`config.mk`:
```
export PLATFORM = sky130hd
export DESIGN_NAME = if_stage_flat
export DESIGN_NICKNAME = d
export VERILOG_FILES = /design/src/rtl/if_stage_pkg.sv /design/src/rtl/if_stage_if.sv /design/src/rtl/if_stage_npc.sv /design/src/rtl/if_stage.sv /design/src/flat_wrapper.sv
export SDC_FILE = /design/constraint.sdc
export NUM_CORES = 1
export LEC_CHECK = 0
export CAP_MARGIN = 10
export CORE_MARGIN = 5
export CORE_UTILIZATION = 50
export CTS_BUF_LIST = sky130_fd_sc_hd__clkbuf_8
export DETAILED_ROUTE_END_ITERATION = 10
export PLACE_DENSITY = 0.92
export SYNTH_ARGS = -nofsm -noshare
export SYNTH_HDL_FRONTEND = slang
export SYNTH_HIERARCHICAL = 1
export SYNTH_SLANG_ARGS = --single-unit
```
`constraint.sdc`:
```
create_clock -name clk -period 4.35 [get_ports clk]
set_clock_uncertainty 0.1 [all_clocks]
set_input_delay 0.6525 -clock clk [delete_from_list [all_inputs] [get_ports clk]]
set_output_delay 0.6525 -clock clk [all_outputs]
set_load 0.02 [all_outputs]
```
`src/rtl/if_stage_pkg.sv`:
```
// if_stage_pkg: next-PC select codes, exception codes and shared helpers for the fetch stage.
package if_stage_pkg;

    typedef enum logic [1:0] {
        NPC_PC4 = 2'd0,
        NPC_BR  = 2'd1,
        NPC_J   = 2'd2,
        NPC_JR  = 2'd3
    } npc_sel_e;

    localparam logic [4:0] EXC_NONE = 5'd0;
    localparam logic [4:0] EXC_ADEL = 5'd4;

    function automatic logic [31:0] br_off(input logic [15:0] imm);
        return {{14{imm[15]}}, imm, 2'b00};
    endfunction

endpackage

```
`src/rtl/if_stage_if.sv`:
```
// if_stage_if: hazard/redirect inputs, instruction-memory port and IF/ID outputs of the fetch stage.
interface if_stage_if;
    logic        stall;
    logic        clr_D;
    logic [1:0]  npc_sel;
    logic        br_take;
    logic [15:0] imm16_D;
    logic [25:0] imm26_D;
    logic [31:0] jr_addr_D;
    logic [31:0] inst_F;
    logic [31:0] im_addr;
    logic [31:0] instr_D;
    logic [31:0] pc_D;
    logic [31:0] pc8_D;
    logic [4:0]  exc_D;

    modport master (
        output stall, clr_D, npc_sel, br_take, imm16_D, imm26_D, jr_addr_D, inst_F,
        input  im_addr, instr_D, pc_D, pc8_D, exc_D
    );

    modport slave (
        input  stall, clr_D, npc_sel, br_take, imm16_D, imm26_D, jr_addr_D, inst_F,
        output im_addr, instr_D, pc_D, pc8_D, exc_D
    );
endinterface

```
`src/rtl/if_stage_npc.sv`:
```
// if_stage_npc: combinational next-PC calculator for sequential fetch, branch, j/jal and jr/jalr.
module if_stage_npc
    import if_stage_pkg::*;
(
    input  logic [1:0]  npc_sel_i,
    input  logic        br_take_i,
    input  logic [31:0] pc_f_i,
    input  logic [31:0] pc_d_i,
    input  logic [15:0] imm16_i,
    input  logic [25:0] imm26_i,
    input  logic [31:0] jr_addr_i,
    output logic [31:0] npc_o
);
    npc_sel_e sel;
    assign sel = npc_sel_e'(npc_sel_i);

    // Branch and jump targets are relative to the instruction in D, not the delay slot in F.
    always_comb
        npc_o = sel == NPC_JR ? jr_addr_i :
                sel == NPC_J ? {pc_d_i[31:28], imm26_i, 2'b00} :
                sel == NPC_BR && br_take_i ? pc_d_i + 32'd4 + br_off(imm16_i) :
                pc_f_i + 32'd4;
endmodule

```
`src/rtl/if_stage.sv`:
```
// if_stage: MIPS instruction-fetch stage holding PC_F and the IF/ID register.
// Defining IF_ADDR_EXC_EN enables AdEL detection on misaligned or out-of-range fetch addresses.
module if_stage
    import if_stage_pkg::*;
#(
`ifdef IF_ADDR_EXC_EN
    parameter logic [31:0] IM_BASE  = 32'h0000_3000,
    parameter int          IM_WORDS = 4096,
`endif
    parameter logic [31:0] RESET_PC = 32'h0000_3000
) (
    input logic      clk,
    input logic      reset,
    if_stage_if.slave bus
);
    logic [31:0] pcf_q, pcf_d, npc;
    logic [31:0] instr_q, instr_d, pcd_q, pcd_d, pc8_q, pc8_d;
    logic [4:0]  exc_q, exc_d;
    logic        adel;

    if_stage_npc u_npc (
        .npc_sel_i (bus.npc_sel),
        .br_take_i (bus.br_take),
        .pc_f_i    (pcf_q),
        .pc_d_i    (pcd_q),
        .imm16_i   (bus.imm16_D),
        .imm26_i   (bus.imm26_D),
        .jr_addr_i (bus.jr_addr_D),
        .npc_o     (npc)
    );

`ifdef IF_ADDR_EXC_EN
    localparam logic [31:0] IM_SPAN = 32'(4 * IM_WORDS);
    logic [31:0] im_off;
    // Addresses below IM_BASE wrap to a huge offset, so one compare covers both bounds.
    assign im_off = pcf_q - IM_BASE;
    assign adel = |pcf_q[1:0] || im_off >= IM_SPAN;
`else
    assign adel = 1'b0;
`endif

    always_comb begin
        pcf_d   = bus.stall ? pcf_q : npc;
        instr_d = bus.stall ? instr_q : bus.clr_D || adel ? '0 : bus.inst_F;
        pcd_d   = bus.stall ? pcd_q : bus.clr_D ? '0 : pcf_q;
        pc8_d   = bus.stall ? pc8_q : bus.clr_D ? '0 : pcf_q + 32'd8;
        exc_d   = bus.stall ? exc_q : bus.clr_D ? EXC_NONE : adel ? EXC_ADEL : EXC_NONE;
    end

    always_ff @(posedge clk) begin
        if (reset) begin
            pcf_q   <= RESET_PC;
            instr_q <= '0;
            pcd_q   <= '0;
            pc8_q   <= '0;
            exc_q   <= EXC_NONE;
        end else begin
            pcf_q   <= pcf_d;
            instr_q <= instr_d;
            pcd_q   <= pcd_d;
            pc8_q   <= pc8_d;
            exc_q   <= exc_d;
        end
    end

    assign bus.im_addr = pcf_q;
    assign bus.instr_D = instr_q;
    assign bus.pc_D    = pcd_q;
    assign bus.pc8_D   = pc8_q;
    assign bus.exc_D   = exc_q;
endmodule

```
`src/flat_wrapper.sv`:
```
// flat-port wrapper written by rule: the top's interface ports become plain ports
module if_stage_flat import if_stage_pkg::*;
#(

    parameter logic [31:0] RESET_PC = 32'h0000_3000
)
  (clk, reset, bus_stall, bus_clr_D, bus_npc_sel, bus_br_take, bus_imm16_D, bus_imm26_D, bus_jr_addr_D, bus_inst_F, bus_im_addr, bus_instr_D, bus_pc_D, bus_pc8_D, bus_exc_D);
  if_stage_if bus_i ();
  input logic clk;
  input logic reset;
  input wire logic [$bits(bus_i.stall)-1:0] bus_stall;
  input wire logic [$bits(bus_i.clr_D)-1:0] bus_clr_D;
  input wire logic [$bits(bus_i.npc_sel)-1:0] bus_npc_sel;
  input wire logic [$bits(bus_i.br_take)-1:0] bus_br_take;
  input wire logic [$bits(bus_i.imm16_D)-1:0] bus_imm16_D;
  input wire logic [$bits(bus_i.imm26_D)-1:0] bus_imm26_D;
  input wire logic [$bits(bus_i.jr_addr_D)-1:0] bus_jr_addr_D;
  input wire logic [$bits(bus_i.inst_F)-1:0] bus_inst_F;
  output wire logic [$bits(bus_i.im_addr)-1:0] bus_im_addr;
  output wire logic [$bits(bus_i.instr_D)-1:0] bus_instr_D;
  output wire logic [$bits(bus_i.pc_D)-1:0] bus_pc_D;
  output wire logic [$bits(bus_i.pc8_D)-1:0] bus_pc8_D;
  output wire logic [$bits(bus_i.exc_D)-1:0] bus_exc_D;
  assign bus_i.stall = bus_stall;
  assign bus_i.clr_D = bus_clr_D;
  assign bus_i.npc_sel = bus_npc_sel;
  assign bus_i.br_take = bus_br_take;
  assign bus_i.imm16_D = bus_imm16_D;
  assign bus_i.imm26_D = bus_imm26_D;
  assign bus_i.jr_addr_D = bus_jr_addr_D;
  assign bus_i.inst_F = bus_inst_F;
  assign bus_im_addr = bus_i.im_addr;
  assign bus_instr_D = bus_i.instr_D;
  assign bus_pc_D = bus_i.pc_D;
  assign bus_pc8_D = bus_i.pc8_D;
  assign bus_exc_D = bus_i.exc_D;
  if_stage #(.RESET_PC(RESET_PC)) u_core (.clk(clk), .reset(reset), .bus(bus_i));
endmodule
```
# Word-level counts from Yosys, hierarchy flattened
# Cells that the tools add are included.
[totals]
register_bits = 128
output_inout_bits = 133
[op_classes]
n_eq_ne = 3
reduce_logical = 1
addsub = 4
mux = 6
[ops]
columns = ["cell", "n"]
rows = [
  ["$mux W32", 6],
  ["$add A32 B3 Y32 const B", 2],
  ["$add A32 B32 Y32", 1],
  ["$add A32 B4 Y32 const B", 1],
  ["$eq A2 B2 Y1 const B", 2],
  ["$eq A2 B1 Y1 const B", 1],
  ["$logic_and A1 B1 Y1", 1],
]

# Longest topological paths before layout
# Gate-level depths: netlist of the first run.
[logic_depth]
word_depth = 5
depth_mapped = 14
ltp_nobuf = 14

# Cells and area by module
# Netlist of the first run, hierarchy kept.
[modules_own_cells]
columns = ["mod", "area_each_um2", "n_inst", "cells_per_inst"]
rows = [
  ["if_stage", 4958.5, 1, 540],
  ["if_stage_npc", 3362.0, 1, 484],
]

# Worst setup path after synthesis of the first run
# OpenSTA, ideal clock, no wires.
[synth_timing]
kind = "input port to flip-flop"
start = "input port bus_imm16_D[5]"
end = "register u_core.pcf_q[26] (netlist: u_core/bus.im_addr[26])"
stages = 11
required_ns = 4.122
arrival_ns = 3.014
slack_ns = 1.108
cell_sequence = "ha_1 > ha_1 > a21o_1 > a31o_1 > o31ai_1 > nand4b_1 > a21o_1 > or4_1 > and3_1 > mux2i_1 > nor2_1"
[synth_between]
elab_chain_len = 4
[synth_rtl]
columns = ["element", "line", "text"]
rows = [
  ["start, declared", "flat_wrapper.sv:15", "input wire logic [$bits(bus_i.imm16_D)-1:0] bus_imm16_D;"],
  ["$add A32 B32 Y32", "if_stage_npc.sv:21", "sel == NPC_BR && br_take_i ? pc_d_i + 32'd4 + br_off(imm16_i) :"],
  ["$mux W32", "if_stage_npc.sv:21", ""],
  ["$mux W32", "if_stage_npc.sv:20", "sel == NPC_J ? {pc_d_i[31:28], imm26_i, 2'b00} :"],
  ["$mux W32", "if_stage_npc.sv:19", "npc_o = sel == NPC_JR ? jr_addr_i :"],
  ["named net u_core.npc[26]", "if_stage.sv:16", "logic [31:0] pcf_q, pcf_d, npc;"],
  ["end signal, assigned", "if_stage.sv:58", "pcf_q <= pcf_d;"],
  ["end, declared", "if_stage.sv:16", ""],
]
# The timed path passes the listed nets, and every way through them passes these cells.
# A chain may end at the register's enable or synchronous reset.

# Worst setup path in the final report of the first run
[layout_timing]
start = "input port bus_imm16_D[1]"
end = "register u_core.pcf_q[27] (netlist: u_core/bus.im_addr[27])"
# Same word-level chain as after synthesis.

==> results of run 1 <==
==> worst max-delay path by stage <==
stage,slack (ns),depth (start not counted),from,endpoint
CTS,0.81,13,bus_imm16_D[1],u_core/bus.im_addr[27]
floorplan,1.11,11,bus_imm16_D[5],u_core/bus.im_addr[26]
finish,0.73,13,bus_imm16_D[1],u_core/bus.im_addr[27]
detailed placement,0.32,13,bus_imm16_D[1],u_core/bus.im_addr[27]
global placement,0.40,12,bus_imm16_D[5],u_core/bus.im_addr[26]
global route,0.62,12,bus_imm16_D[5],u_core/bus.im_addr[26]
==> stage by stage <==
stage,utilization [%],std cells,cell area (um^2),setup slack [ns]
final,68.1,1467,11200,0.730
after global routing,68.1,1467,11200,0.623
after CTS,68.1,1467,11200,0.808
after detailed placement,65.7,1435,10800,0.316
after global placement,65.7,1435,10800,0.403
after floorplan,-,1028,8340,1.11
==> metal layers <==
| layer | up-vias | routed length (um) | track usage (%) |
|---|---|---|---|
| li1 | 4080 | - | - |
| met1 | 4001 | 11400 | 33.7 |
| met2 | 433 | 13200 | 46.0 |
| met3 | 74 | 2270 | 7.24 |
| met4 | 0 | 992 | 11.4 |
| met5 | - | 0 | 0 |
==> logic make-up after synthesis <==
logic type / Yosys count
compound gates: 246
xor+xnor: 77
fa+ha+maj: 60
buf+inv: 87
flops: 125
mux: 58
other cells: 1
simple gates: 370
==> registers in the layout, indices dropped and copies added, names as in the netlist <==
name                flops
u_core/bus.pc_D        32
u_core/bus.pc8_D       29
u_core/bus.im_addr     32
u_core/bus.instr_D     32
==> cell type report <==
| class | instances | share of cell area (%) |
|---|---|---|
| Multi-Input combinational cell | 816 | 48.7 |
| Timing Repair Buffer | 257 | 22.5 |
| Sequential cell | 125 | 22.3 |
| Tap cell | 220 | 2.45 |
| Clock buffer | 17 | 2.09 |
| Clock inverter | 15 | 1.47 |
| Inverter | 17 | 0.569 |
==> Yosys cell counts, drive strengths merged (3+ instances only) <==
cell	number
a211o	3
o211ai	4
nor2b	8
o21a	3
o21bai	3
a21o	6
clkbuf	47
or3	4
xor2	31
nand4	17
a221oi	5
mux2i	53
a211oi	10
a22oi	40
nand2	72
a21oi	82
nor2	152
inv	16
nor3	23
and4	10
buf	23
and3	18
a31oi	6
ha	59
o2bb2ai	3
nand3	26
o31ai	3
a22o	7
dfxtp	125
xnor2	46
nand3b	3
o22ai	7
nor3b	28
mux2	5
o21ai	52
==> power breakdown <==
| group | total, mW | switching (mW) | internal (mW) |
|---|---|---|---|
| registers | 1.27 | 0.0788 | 1.19 |
| clock network | 1.04 | 0.603 | 0.436 |
| logic | 0.712 | 0.375 | 0.337 |
==> worst max-delay path: cells and delay by family <==
kind / cells / cell delay [ns]
buf+inv: 1 / 0.46
xor+xnor: 1 / 0.19
compound gates: 6 / 1.46
simple gates: 1 / 0.05
fa+ha+maj: 3 / 0.89
mux: 1 / 0.13
==> results.py, run 1 <==
metrics = {
    "run_status": {
        "outcome": "finished, final reports clean",
    },
    "place": {
        "port_buffers": 240,
        "globalplace.congestion": 0.912,
        "hpwl_mm": 20.7,
    },
    "critical_path": {
        "required_ns": 4.56,
        "cp_common_cell": "ha_1",
        "path_cells": "clkdlybuf4s50_1 > ha_1 > ha_1 > fa_1 > a21o_1 > a221o_1 > o22ai_1 > o31ai_1 > a31oi_1 > xor2_1 > a21oi_1 > mux2i_1 > nor2_1",
        "worst-r2r-setup-slack_ns": 0.97,
        "critPathMaxFanout": 3,
        "r2r-end": "u_core/bus.im_addr[27]",
        "worstPathArrival_ns": 3.83,
        "cpPeakStageDelay_ns": 0.46,
        "crit_path_start_kind": "input pin",
        "critPathSlowestCell": "clkdlybuf4s50_1",
        "crit_type": "input pin to register",
        "r2r-start": "u_core/bus.pc_D[3]",
        "cp-end-kind": "register",
        "timing.reg2reg.worst_path_depth": 12,
    },
    "final_layout": {
        "diodes": 0,
        "layout_common_cells": "clkdlybuf4s50_1, nor2_1, dfxtp_1, a21oi_1, nand2_1",
        "num-fill-cells": 1308,
        "drive_gt1_share_pct": 6.34,
        "area_growth_pct": 34.8,
        "final_common_cell": "clkdlybuf4s50_1",
        "seqCellArea_um2": 2500,
        "nets": 1407,
        "multi_input_area_um2": 5460,
    },
    "route": {
        "vias": 8588,
        "drt-pass1-iter-count": 7,
        "ant_nets": 0,
        "wire_per_inst_um": 19.0,
        "drc": 0,
        "viasPerCell": 5.85,
        "drtIter0Drc": 826,
        "routed_wirelength_mm": 27.8,
    },
    "logic_synthesis": {
        "synth_top_family_by_area": "simple AND/OR/NAND/NOR gates",
        "synth_compound_area_share_pct": 18.5,
        "syn-instance-count": 1024,
        "synth-main-ff-cell": "dfxtp_1",
        "synth_mux_area_share_pct": 7.05,
        "synth_seq_area_share_pct": 30.1,
        "synth-seq-cells": 125,
        "synth_top_area_cell": "dfxtp_1",
        "synth_edf_count": 0,
        "synthDistinctLibCells": 68,
        "synth_fa_ha_area_share_pct": 9.11,
        "yosysTopAreaCellShare_pct": 30.1,
        "synthTopCellsByArea": "dfxtp_1, ha_1, nor2_1",
        "netlist_area_um2": 8320,
        "async_flop_share_pct": 0,
        "synth-xor-area-share_pct": 8.11,
        "yosys.area_share.simple_pct": 22.6,
        "avgSynthCellArea_um2": 8.13,
        "yosysWarnings": 6,
    },
    "hold_path": {
        "min_path_cells": 2,
        "hold_path.class": "register to register",
        "hp-start": "u_core/bus.pc8_D[28]",
        "hold_end": "u_core/bus.pc8_D[28]",
    },
    "power_and_ir_drop": {
        "power_mw": 3.02,
        "irDropWorstVdd_uv": 203,
        "cellLeakagePower_nw": 4.43,
        "powerDensity_nw_per_um2": 269,
    },
    "global_route": {
        "antenna_found_initial": 1,
        "grt-ovfl-total": 0,
        "gr-usage-all-layers_pct": 27.5,
        "grt_max_degree": 90,
        "grt_pass1_vias": 8362,
        "grt_pass1_wl_mm": 43.6,
    },
    "sta": {
        "rsz0062_at_grt": "false",
        "period_minus_slack_ns": 3.62,
        "period_share_pct": 83.2,
        "setup-violations-final": 0,
        "relSlewSlack_pct": 34.2,
        "final.setup.tns_ns": 0,
        "hold_viol": 0,
        "hold-worst-slack_ns": 0.347,
        "fmax_ghz": 0.276,
        "tightest_slew_ns": 0.987,
        "slew_viol_final": 0,
    },
    "clock_tree": {
        "clkLatencyLatePin_ns": 0.46,
        "htreeDepth": 4,
        "ctsResizeCount": 0,
        "hold_buffers": 0,
        "root_buffer": "clkbuf_8",
        "cts_buffer_depth": 2,
        "cts_inserted_buffers": 17,
        "cts_tree": "done",
        "cts_sinks": 125,
        "post-cts-setup-buffer-count": 0,
        "clkTransAtPathRegs_ns": 0.09,
    },
    "job": {
        "cap_violations": 0,
    },
    "die": {
        "die-area_um2": 19300,
        "start_util_pct": 50.5,
        "io-pin-count": 246,
        "coreArea_um2": 16500,
        "dieHeight_um": 139,
        "die_w_um": 139,
        "rows": 47,
    },
}
No activity file was read; power rests on OpenSTA's default activity.
==> inputs of run 2 (changes only) <==
--- a/config.mk
+++ b/config.mk
@@ -7,10 +7,10 @@
 export LEC_CHECK = 0
 export CAP_MARGIN = 10
 export CORE_MARGIN = 5
-export CORE_UTILIZATION = 50
+export CORE_UTILIZATION = 45
 export CTS_BUF_LIST = sky130_fd_sc_hd__clkbuf_8
 export DETAILED_ROUTE_END_ITERATION = 10
-export PLACE_DENSITY = 0.92
+export PLACE_DENSITY = 0.88
 export SYNTH_ARGS = -nofsm -noshare
 export SYNTH_HDL_FRONTEND = slang
 export SYNTH_HIERARCHICAL = 1
==> constraint.sdc (replaced) <==
create_clock -name clk -period 2.9 [get_ports clk]
set_clock_uncertainty 0.1 [all_clocks]
set_input_delay 0.435 -clock clk [delete_from_list [all_inputs] [get_ports clk]]
set_output_delay 0.435 -clock clk [all_outputs]
set_load 0.02 [all_outputs]
==> results.py, run 2 (synthesis gave the netlist of run 1 again) <==
metrics = {
    "die": {
        "coreArea_um2": 18100,
        "die_w_um": 146,
        "die-area_um2": 21300,
        "start_util_pct": 46.0,
        "dieHeight_um": 146,
        "rows": 49,
        "io-pin-count": 246,
    },
    "run_status": {
        "outcome": "finished, violations left",
        "violations": "negative setup slack",
    },
    "route": {
        "drc": 0,
        "wire_per_inst_um": 18.7,
        "drt-pass1-iter-count": 5,
        "routed_wirelength_mm": 30.2,
        "vias": 9291,
        "viasPerCell": 5.76,
        "ant_nets": 0,
        "drtIter0Drc": 714,
    },
    "power_and_ir_drop": {
        "power_mw": 4.73,
        "cellLeakagePower_nw": 5.16,
        "irDropWorstVdd_uv": 314,
        "powerDensity_nw_per_um2": 375,
    },
    "sta": {
        "final.setup.tns_ns": -0.231,
        "setup-violations-final": 7,
        "timing.final.ws_setup_ns": -0.0863,
        "hold_viol": 0,
        "fmax_ghz": 0.335,
        "period_minus_slack_ns": 2.99,
        "period_share_pct": 103,
        "rsz0062_at_grt": "true",
        "tightest_slew_ns": 0.685,
        "slew_viol_final": 0,
        "relSlewSlack_pct": 54.3,
    },
    "critical_path": {
        "path_cells": "ha_4 > ha_4 > fa_2 > a21o_1 > a221o_1 > nand3b_1 > a31oi_2 > a311oi_2 > xor2_1 > a21oi_1 > mux2i_1 > nor2_1",
        "crit_type": "register to register",
        "worstPathArrival_ns": 3.21,
        "cpPeakStageDelay_ns": 0.39,
        "critPathSlowestCell": "fa_2",
        "cp_common_cell": "ha_4",
        "crit_path_start_kind": "register",
        "critPathMaxFanout": 3,
        "cp-end-kind": "register",
        "required_ns": 3.12,
    },
    "clock_tree": {
        "cts_buffer_depth": 2,
        "cts_sinks": 125,
        "clkLatencyLatePin_ns": 0.46,
        "root_buffer": "clkbuf_8",
        "hold_buffers": 0,
        "cts_inserted_buffers": 17,
        "htreeDepth": 4,
        "cts_tree": "done",
        "clkTransAtPathRegs_ns": 0.10,
    },
    "final_layout": {
        "stdcell_area_um2": 12600,
        "final_common_cell": "clkdlybuf4s50_1",
        "area_growth_pct": 51.6,
        "drive_gt1_share_pct": 19.1,
        "num-fill-cells": 1367,
        "nets": 1543,
        "seqCellArea_um2": 2510,
        "multi_input_area_um2": 5790,
        "layout_common_cells": "clkdlybuf4s50_1, buf_4, nor2_1, dfxtp_1",
        "diodes": 0,
    },
    "place": {
        "globalplace.congestion": 0.937,
        "port_buffers": 240,
        "hpwl_mm": 22.5,
        "dpl_cell_area_um2": 11900,
    },
    "global_route": {
        "grt_pass1_wl_mm": 46.6,
        "gr-usage-all-layers_pct": 26.7,
        "grt-ovfl-total": 0,
        "grt_pass1_vias": 8954,
        "grt_max_degree": 81,
        "antenna_found_initial": 2,
    },
    "hold_path": {
        "hold_path.class": "input pin to register",
    },
    "job": {
        "cap_violations": 0,
    },
}
run 2: cell count changes in the layout (fill, tap and decap cells not counted), moves of 4 or more:
cell and delta:
a21oi_1 -11, a21oi_2 +10, buf_4 +133, ha_1 -12
ha_4 +10, o21ai_0 -6, o21ai_1 +5, xnor2_1 -4
xnor2_2 +4
run 2: what timing repair did:
action	4_1_cts	5_1_grt
pin swaps	18	22
buffers inserted	2	3
gates resized for setup	19	40
endpoints found under the setup margin	12	19
run 2: stage by stage:
step | instances | hold slack, ns | utilization [%] | setup slack (ns)
after detailed placement | 1576 | 0.343 | 65.7 | -0.638
final | 1612 | 0.318 | 69.7 | -0.0863
after global placement | 1576 | 0.334 | 65.7 | -0.606
after floorplan | 1028 | 0.423 | - | 0.0161
after CTS | 1610 | 0.313 | 68.4 | -0.118
after global routing | 1612 | 0.337 | 69.7 | -0.213
run 2: where the power goes:
| group | leakage [nW] | internal [mW] | switching [mW] |
|---|---|---|---|
| Sequential | 1.02 | 1.79 | 0.0556 |
| Combinational | 3.94 | 0.644 | 0.687 |
| Clock | 0.200 | 0.653 | 0.904 |
| Total | 5.16 | 3.08 | 1.65 |
run 2: worst paths after layout:
path	start	endpoint	slack, ns	depth (start not counted)
max	u_core/bus.pc_D[3]	u_core/bus.im_addr[29]	-0.09	12
min	reset	u_core/bus.instr_D[12]	0.32	2
max reg2reg	u_core/bus.pc_D[3]	u_core/bus.im_addr[29]	-0.09	12
min reg2reg	u_core/bus.pc8_D[28]	u_core/bus.pc8_D[28]	0.35	2
run 2: cell type report:
cell class | count | share of cell area (%)
multi-input cells | 816 | 45.9
flip-flops and latches | 125 | 19.9
clock inverters | 15 | 1.31
well taps | 229 | 2.27
repair buffers | 393 | 28.3
inverters | 17 | 0.506
clock buffers | 17 | 1.85
run 2: worst max-delay path, delay by kind of cell (launching register included):
family                   cells  cell delay, ns
AO/OA/AOI/OAI                5            1.04
XOR/XNOR                     1            0.17
adder cells (fa/ha/maj)      3            0.79
flip-flops                   1            0.35
multiplexers                 1            0.16
AND/OR/NAND/NOR              2            0.25
run 2: metal layers:
layer  vias up  part of all wire (%)  track usage (%)  routed length [um]
met3       109                   8.9             5.51                2690
met5         -                 0.043                0                  13
met1      4309                    40             33.2               12000
li1       4365                     -                -                   -
met2       506                    47             44.2               14100
met4         2                   4.6             12.9                1390
==> inputs of run 3 (changes only) <==
--- a/config.mk
+++ b/config.mk
@@ -5,9 +5,10 @@
 export SDC_FILE = /design/constraint.sdc
 export NUM_CORES = 1
 export LEC_CHECK = 0
+export ABC_AREA = 1
 export CAP_MARGIN = 10
 export CORE_MARGIN = 5
-export CORE_UTILIZATION = 45
+export CORE_UTILIZATION = 47
 export CTS_BUF_LIST = sky130_fd_sc_hd__clkbuf_8
 export DETAILED_ROUTE_END_ITERATION = 10
 export PLACE_DENSITY = 0.88
==> results.py, run 3 <==
metrics = {
    "run_status": {
        "outcome": "finished, final reports clean",
    },
    "final_layout": {
        "final_common_cell": "nand2_1",
        "nets": 2070,
        "drive_gt1_share_pct": 9.69,
        "diodes": 0,
        "layout_common_cells": "nand2_1, clkdlybuf4s50_1, inv_1, nor2_1, dfxtp_1",
        "area_growth_pct": 37.0,
    },
    "global_route": {
        "grt_pass1_vias": 11165,
        "gr-usage-all-layers_pct": 30.3,
        "grt-ovfl-total": 0,
        "grt_pass1_wl_mm": 57.6,
        "grt_max_degree": 138,
        "antenna_found_initial": 0,
    },
    "logic_synthesis": {
        "synth_edf_count": 0,
        "yosysTopAreaCellShare_pct": 26.0,
        "synth_seq_area_share_pct": 26.0,
        "yosysWarnings": 6,
        "yosysMostFrequentCell": "nand2_1",
        "ys_top_cells_by_count": "nand2_1, inv_1, nor2_1, dfxtp_1, nand3_1",
        "synthDistinctLibCells": 45,
        "syn-instance-count": 1604,
        "synth-main-ff-cell": "dfxtp_1",
        "avgSynthCellArea_um2": 5.99,
        "async_flop_share_pct": 0,
        "synth_top_area_cell": "dfxtp_1",
        "synthTopCellsByArea": "dfxtp_1, nand2_1, ha_1",
        "synth-seq-cells": 125,
        "netlist_area_um2": 9610,
    },
    "critical_path": {
        "r2r-end": "u_core/bus.im_addr[16]",
        "r2r-start": "u_core/bus.pc_D[9]",
        "cp-end-kind": "register",
        "worst-r2r-setup-slack_ns": 0.18,
        "required_ns": 3.14,
        "timing.reg2reg.worst_path_depth": 16,
        "crit_type": "input pin to register",
        "crit_path_start_kind": "input pin",
        "worstPathArrival_ns": 3.02,
        "critPathMaxFanout": 8,
    },
    "route": {
        "drc": 0,
        "vias": 11894,
        "drtIter0Drc": 1477,
        "ant_nets": 0,
        "viasPerCell": 5.46,
        "routed_wirelength_mm": 37.0,
        "wire_per_inst_um": 17.0,
        "drt-pass1-iter-count": 6,
    },
    "power_and_ir_drop": {
        "p_seq_share_pct": 41.0,
        "p_comb_share_pct": 27.0,
        "irDropWorstVdd_uv": 316,
        "netSwitchingFraction_pct": 34.0,
        "p_sw_mw": 1.58,
        "pwr-share-clk_pct": 32.0,
        "powerDensity_nw_per_um2": 353,
        "power_mw": 4.65,
        "p_int_mw": 3.07,
        "cellLeakagePower_nw": 6.38,
    },
    "sta": {
        "slew_viol_final": 0,
        "final.setup.tns_ns": 0,
        "tightest_slew_ns": 0.957,
        "relSlewSlack_pct": 36.1,
        "fmax_ghz": 0.360,
        "rsz0062_at_grt": "true",
        "hold_viol": 0,
        "setup-violations-final": 0,
        "period_minus_slack_ns": 2.77,
        "hold-worst-slack_ns": 0.331,
        "period_share_pct": 95.7,
    },
    "clock_tree": {
        "clkTransAtPathRegs_ns": 0.08,
        "cts_buffer_depth": 2,
        "clkLatencyLatePin_ns": 0.45,
        "cts_inserted_buffers": 17,
        "cts_sinks": 125,
        "htreeDepth": 4,
        "hold_buffers": 0,
        "root_buffer": "clkbuf_8",
        "cts_tree": "done",
    },
    "hold_path": {
        "hold_path.class": "input pin to register",
        "hp-start": "bus_stall",
        "hold_end": "u_core/bus.pc8_D[11]",
        "min_path_cells": 6,
    },
    "place": {
        "port_buffers": 240,
        "hpwl_mm": 28.5,
        "globalplace.congestion": 1.05,
    },
    "die": {
        "start_util_pct": 47.6,
        "die_w_um": 153,
        "dieHeight_um": 153,
        "io-pin-count": 246,
        "rows": 52,
        "coreArea_um2": 20200,
        "die-area_um2": 23400,
    },
    "job": {
        "cap_violations": 0,
    },
}
==> run 3: cell count changes after synthesis, sizes merged, moves of 17 or more <==
cell / delta
a21oi: +28
a22oi: -40
and3: -18
buf: +18
clkbuf: -28
inv: +184
mux2i: -53
nand2: +537
nand3: +94
nor2: +17
nor3b: -25
xnor2: -39
xor2: -21
==> run 3: cell type report <==
type / count / area [um^2]
inverter: 202 / 758
clock buffer: 19 / 262
sequential: 125 / 2500
timing repair buffer: 330 / 3110
fill: 1800 / 7010
multi-input combinational: 1221 / 6080
tap: 270 / 338
clock inverter: 13 / 115
==> run 3: worst max path at each step <==
stage,start,end,slack (ns),depth (start not counted)
6_report,bus_imm16_D[15],u_core/bus.im_addr[29],0.13,17
5_1_grt,bus_imm16_D[15],u_core/bus.im_addr[27],0.003,20
4_1_cts,bus_imm16_D[15],u_core/bus.im_addr[27],0.14,17
3_5_place_dp,bus_imm16_D[15],u_core/bus.im_addr[27],-0.34,17
3_3_place_gp,bus_imm16_D[1],u_core/bus.im_addr[17],-0.31,16
2_1_floorplan,u_core/bus.pc_D[3],u_core/bus.im_addr[23],0.36,15
==> run 3: repair_timing <==
item | CTS | global route
setup buffers | 0 | 0
gates resized for setup | 0 | 17
endpoints found under the setup margin | 0 | 10
==> run 3: logic make-up after synthesis <==
| logic type | share of synthesized area (%) |
|---|---|
| fa+ha+maj | 7.89 |
| compound gates | 11.2 |
| other cells | 0.0390 |
| xor+xnor | 1.55 |
| simple gates | 41.8 |
| flops | 26.0 |
| buf+inv | 11.5 |
==> run 3: critical path, stage by stage <==
cell             delay [ns]
clkdlybuf4s50_1        0.44
buf_12                 0.16
ha_1                   0.27
ha_1                   0.31
buf_4                  0.16
nand2_1                0.15
inv_1                  0.06
a21oi_1                0.20
nand2_1                0.13
a21oi_1                0.19
nand3_1                0.09
nand3_1                0.10
nand2_1                0.05
nand2_1                0.05
nand2_1                0.04
o21ai_0                0.13
nor2_1                 0.06
==> run 3: per-stage QoR <==
| step | cell area, um^2 | utilization, % | instances | setup WS (ns) |
|---|---|---|---|---|
| after floorplan | 9620 | - | 1608 | 0.357 |
| after global placement | 12700 | 63.1 | 2148 | -0.305 |
| after detailed placement | 12700 | 63.1 | 2148 | -0.342 |
| after CTS | 13100 | 65.0 | 2180 | 0.139 |
| after global routing | 13200 | 65.3 | 2180 | 0.00273 |
| final | 13200 | 65.3 | 2180 | 0.126 |
==> run 3: power by group through the flow <==
stage	Combinational (mW)	Sequential [mW]	Clock [mW]
2_1_floorplan	0.536	2.00	0
3_3_place_gp	1.19	1.94	0
4_1_cts	1.22	1.90	1.50
5_1_grt	1.35	1.91	1.58
3_5_place_dp	1.21	1.94	0
6_report	1.26	1.90	1.49
==> run 3: metal layers <==
metal  global-route usage (%)  share of wire [%]
met1                     38.6                 39
met2                     49.6                 45
met3                     7.94                 12
met4                     11.1                3.8
met5                        0                  0
